--- src/rtl/seven_seg_display_driver.sv ---
// Drives a 4-digit multiplexed common-anode 7-segment display from a 16-bit word.
// New words are latched as pending and only shown from the next frame start, so a frame never mixes two words.
module seven_seg_display_driver #(
  parameter int unsigned REFRESH_DIV = 100000,
  parameter bit          BLANK_LZ    = 1'b0
) (
  input  logic        clk,
  input  logic        reset,
  input  logic [15:0] data_in,
  input  logic        data_valid,
  output logic [3:0]  an,
  output logic [6:0]  seg,
  output logic        dp,
  output logic        pending
);

  localparam int unsigned CNT_W = (REFRESH_DIV > 1) ? $clog2(REFRESH_DIV) : 1;

  logic [CNT_W-1:0] div_cnt;
  logic [1:0]       digit;
  logic [15:0]      shown;
  logic [15:0]      pend_reg;
  logic             slot_end;
  logic             frame_end;
  logic [3:0]       nibble;
  logic             blank;
  logic [3:0]       an_next;
  logic [6:0]       seg_next;

  function automatic logic [6:0] hex_font(input logic [3:0] n);
    case (n)
      4'h0: hex_font = 7'h40;
      4'h1: hex_font = 7'h79;
      4'h2: hex_font = 7'h24;
      4'h3: hex_font = 7'h30;
      4'h4: hex_font = 7'h19;
      4'h5: hex_font = 7'h12;
      4'h6: hex_font = 7'h02;
      4'h7: hex_font = 7'h78;
      4'h8: hex_font = 7'h00;
      4'h9: hex_font = 7'h10;
      4'hA: hex_font = 7'h08;
      4'hB: hex_font = 7'h03;
      4'hC: hex_font = 7'h46;
      4'hD: hex_font = 7'h21;
      4'hE: hex_font = 7'h06;
      default: hex_font = 7'h0E;
    endcase
  endfunction

  assign slot_end  = (div_cnt == CNT_W'(REFRESH_DIV - 1));
  assign frame_end = slot_end && (digit == 2'd3);
  assign dp        = 1'b1;

  // NOTE: every signal written here gets a value before any condition, so no latch is inferred.
  always_comb begin
    nibble = shown[{digit, 2'b00} +: 4];
    blank  = 1'b0;
    if (BLANK_LZ) begin
      case (digit)
        2'd1:    blank = (shown[15:4]  == '0);
        2'd2:    blank = (shown[15:8]  == '0);
        2'd3:    blank = (shown[15:12] == '0);
        default: blank = 1'b0;
      endcase
    end
    seg_next = blank ? 7'h7F : hex_font(nibble);
    // Anodes stay dark for the first cycle of each slot so the previous digit does not ghost.
    an_next  = (div_cnt == '0) ? 4'hF : ~(4'b0001 << digit);
  end

  // NOTE: state registers use non-blocking assignments so every update sees pre-edge values;
  // this is what makes a strobe on the boundary cycle hand the OLD pend_reg to shown.
  always_ff @(posedge clk) begin
    if (!reset) begin
      div_cnt  <= '0;
      digit    <= 2'd0;
      shown    <= 16'h0000;
      pend_reg <= 16'h0000;
      pending  <= 1'b0;
      an       <= 4'hF;
      seg      <= 7'h7F;
    end else begin
      an  <= an_next;
      seg <= seg_next;
      if (slot_end) begin
        div_cnt <= '0;
        digit   <= digit + 2'd1;
      end else begin
        div_cnt <= div_cnt + 1'b1;
      end
      if (frame_end && pending) begin
        shown   <= pend_reg;
        pending <= 1'b0;
      end
      // A fresh strobe wins over the boundary clear, keeping the new word pending.
      if (data_valid) begin
        pend_reg <= data_in;
        pending  <= 1'b1;
      end
    end
  end

endmodule

--- config.mk ---
export PLATFORM = sky130hd
export DESIGN_NAME = seven_seg_display_driver
export DESIGN_NICKNAME = d
export VERILOG_FILES = /design/src/rtl/seven_seg_display_driver.sv
export SDC_FILE = /design/constraint.sdc
export NUM_CORES = 1
export LEC_CHECK = 0
export CAP_MARGIN = 20
export CORE_AREA = 2 2 105 67
export DETAILED_ROUTE_END_ITERATION = 12
export DIE_AREA = 0 0 107 69
export REMOVE_ABC_BUFFERS = 1
export SYNTH_ARGS = -nofsm -noshare
export SYNTH_HDL_FRONTEND = slang
export SYNTH_SLANG_ARGS = --single-unit
--- constraint.sdc ---
create_clock -name clk -period 2.4 [get_ports clk]
set_input_delay 0.6 -clock clk [delete_from_list [all_inputs] [get_ports clk]]
set_output_delay 0.6 -clock clk [all_outputs]
set_load 0.005 [all_outputs]
==> impl_metrics.json <==
{
  "status": "finished clean",
  "setup_tns_ps": 0,
  "clk_latency_ps": 340,
  "dieArea_um2": 7380,
  "gp_congestion": 0.851,
  "worst_slew_pin_slew_ps": 728,
  "startpoint_type": "flip-flop",
  "start_util_pct": 43.8,
  "worst-setup-path-type": "reg2reg",
  "fin_crit_ps": 2020,
  "drive_above_1_share_pct": 10.5,
  "cts_setup_buffers": 0,
  "finish.utilization_pct": 53.7,
  "io_pins": 32,
  "cp.buffers_inverters": 0,
  "dp_hpwl_um": 3960,
  "slowest_delay_ps": 590,
  "crit_arrival_ps": 2220,
  "first_pass_iters": 4,
  "hold_path_class": "reg2reg",
  "ir_drop_mv": 0.346,
  "setup_viol": 0,
  "synth_seq_cells": 63,
  "grt-ovfl-total": 0,
  "grt_max_degree": 41,
  "synthesis.area_um2": 2810,
  "rows": 23,
  "cap_violations": 0,
  "ys_seq_area_share_pct": 44.9,
  "cts_buffer_depth": 2,
  "grt_pass1_vias": 1886,
  "antenna_found_initial": 0,
  "core_um2": 6420,
  "cts_resized": 0,
  "synthToLayoutAreaGrowth_pct": 22.6,
  "timing.hold.ws_ps": 455,
  "routedWlPerCell_um": 13.6,
  "nNetsFinal": 360,
  "swShare_pct": 21.4,
  "p_clk_share_pct": 46.2,
  "synth_cell_types": 42,
  "finalHoldViolations": 0,
  "required_ps": 2600,
  "synth_edf_count": 0,
  "p_leak_nw": 1.26,
  "grtUsageTotal_pct": 16.8,
  "clockRootBuffer": "clkbuf_8",
  "ant_nets": 0,
  "yosys_most_used_dff": "dfxtp_1",
  "layout_common_cells": "63 x dfxtp_1, 44 x nand2_1, 35 x nor2_1, 34 x mux2i_1, 30 x clkdlybuf4s50_1",
  "crit_slowest_cell": "o21ai_2",
  "max_freq_mhz": 495,
  "crit_family": "simple AND/OR/NAND/NOR gates",
  "fp.dieH_um": 69,
  "numCtsBuffers": 9,
  "critPathMaxFanout": 17,
  "ctsHoldBuffers": 0,
  "portBuffers": 30,
  "nFillCells": 584,
  "yosysWarnings": 0,
  "routed_wl_um": 5740,
  "vias_per_cell": 5.05,
  "cts.reportedPaths.clkPinSlew_ps": 70,
  "slew_headroom_pct": 51.5,
  "power.switching_mw": 0.487,
  "grt_first_pass_wirelength_um": 9520,
  "synthCells": 296,
  "internal_power_mw": 1.79,
  "synthArstFlopShare_pct": 0,
  "htreeDepth": 3,
  "p_per_area_nw_per_um2": 661,
  "drv_slew": 0,
  "syn_area_per_cell_um2": 9.49,
  "fp.dieW_um": 107,
  "drtIter0Drc": 125,
  "min_period_over_period_pct": 84.2,
  "combPwrFrac_pct": 5.8,
  "cts_num_sinks": 63,
  "worst_setup_path_end_kind": "flip-flop",
  "cp_cell_sequence": "ha_1 -> nand4_1 -> or3_1 -> o21ai_2 -> nor2_1",
  "vias": 2128,
  "rsz0062_at_grt": "no",
  "largest_register_ff_count": 17,
  "drc": 0,
  "cts_tree": "built",
  "layout_commonest_cell": "dfxtp_1",
  "skew_ps": 5.51,
  "seqPwrFrac_pct": 47.9,
  "antenna_cells": 0
}
stage by stage:
stage	worst slack, ps	std cells	instance area, µm²	power, mW
after floorplan	237	281	2740	1.16
after global placement	414	405	3210	1.25
after detailed placement	361	405	3210	1.25
after CTS	355	421	3440	2.30
after global routing	206	421	3440	2.37
final	380	421	3440	2.27
synth_stat cells, drive strengths merged (3+ instances only):
| master | count | area [µm²] |
|---|---|---|
| nand3 | 10 | 55.1 |
| inv | 11 | 41.3 |
| o211ai | 3 | 22.5 |
| buf | 6 | 36.3 |
| ha | 12 | 150 |
| dfxtp | 63 | 1260 |
| a21oi | 8 | 40.0 |
| a31oi | 3 | 18.8 |
| and4 | 3 | 28.8 |
| nor2 | 35 | 131 |
| nor3 | 5 | 30.0 |
| clkbuf | 9 | 33.8 |
| xor2 | 6 | 52.6 |
| or3 | 3 | 18.8 |
| o21ai | 6 | 33.8 |
| nor4 | 3 | 48.8 |
| nand4 | 6 | 37.5 |
| xnor2 | 6 | 52.6 |
| mux4 | 4 | 90.1 |
| nand2 | 44 | 165 |
| mux2i | 34 | 340 |
worst reg2reg max path, stage by stage (launching register included):
cell and delay, ps:
dfxtp_1 390, ha_1 240, nand4_1 110, or3_1 430, o21ai_2 590, nor2_1 110
layer usage:
metal	track usage, %	routed length [µm]	share of wire, %	up-vias
li1	-	-	-	1090
met1	25.3	3130	55	966
met2	21.2	2130	37	67
met3	6.05	402	7.0	5
met4	6.49	69	1.2	0
met5	0	0	0	-
worst paths after layout:
path / startpoint / endpoint / slack [ps] / cells after the start
min: shown[10] / shown[10] / 460 / 2
max reg2reg: div_cnt[0] / div_cnt[13] / 380 / 5
min reg2reg: shown[10] / shown[10] / 460 / 2
max: div_cnt[0] / div_cnt[13] / 380 / 5
final cells by class:
cell class / count / area, µm² / area share (%)
inverters: 11 / 41.3 / 1.20
well taps: 87 / 109 / 3.16
multi-input cells: 207 / 1440 / 41.7
clock buffers: 11 / 151 / 4.40
flip-flops and latches: 63 / 1260 / 36.6
clock inverters: 5 / 80.1 / 2.33
repair buffers: 37 / 365 / 10.6
logic make-up (layout without fill, tap and decap cells):
logic type,after synthesis,after routing,synth area share (%)
muxes,38,38,15.3
buffers and inverters,26,64,3.97
DFF,63,63,44.9
adders and majority gates,12,12,5.35
AOI/OAI and AO/OA,27,27,6.06
and+or+nand+nor,117,117,20.5
xor gates and xnor gates,12,12,3.74
other,1,1,0.134
power by group through the flow:
| stage | clock network, mW | registers [mW] | logic, mW |
|---|---|---|---|
| 6_report | 1.05 | 1.09 | 0.133 |
| 5_1_grt | 1.13 | 1.09 | 0.148 |
| 4_1_cts | 1.08 | 1.09 | 0.135 |
| 3_5_place_dp | 0 | 1.11 | 0.135 |
| 3_3_place_gp | 0 | 1.11 | 0.134 |
| 2_1_floorplan | 0 | 1.11 | 0.0537 |
Power figures use the tool's default switching activity.
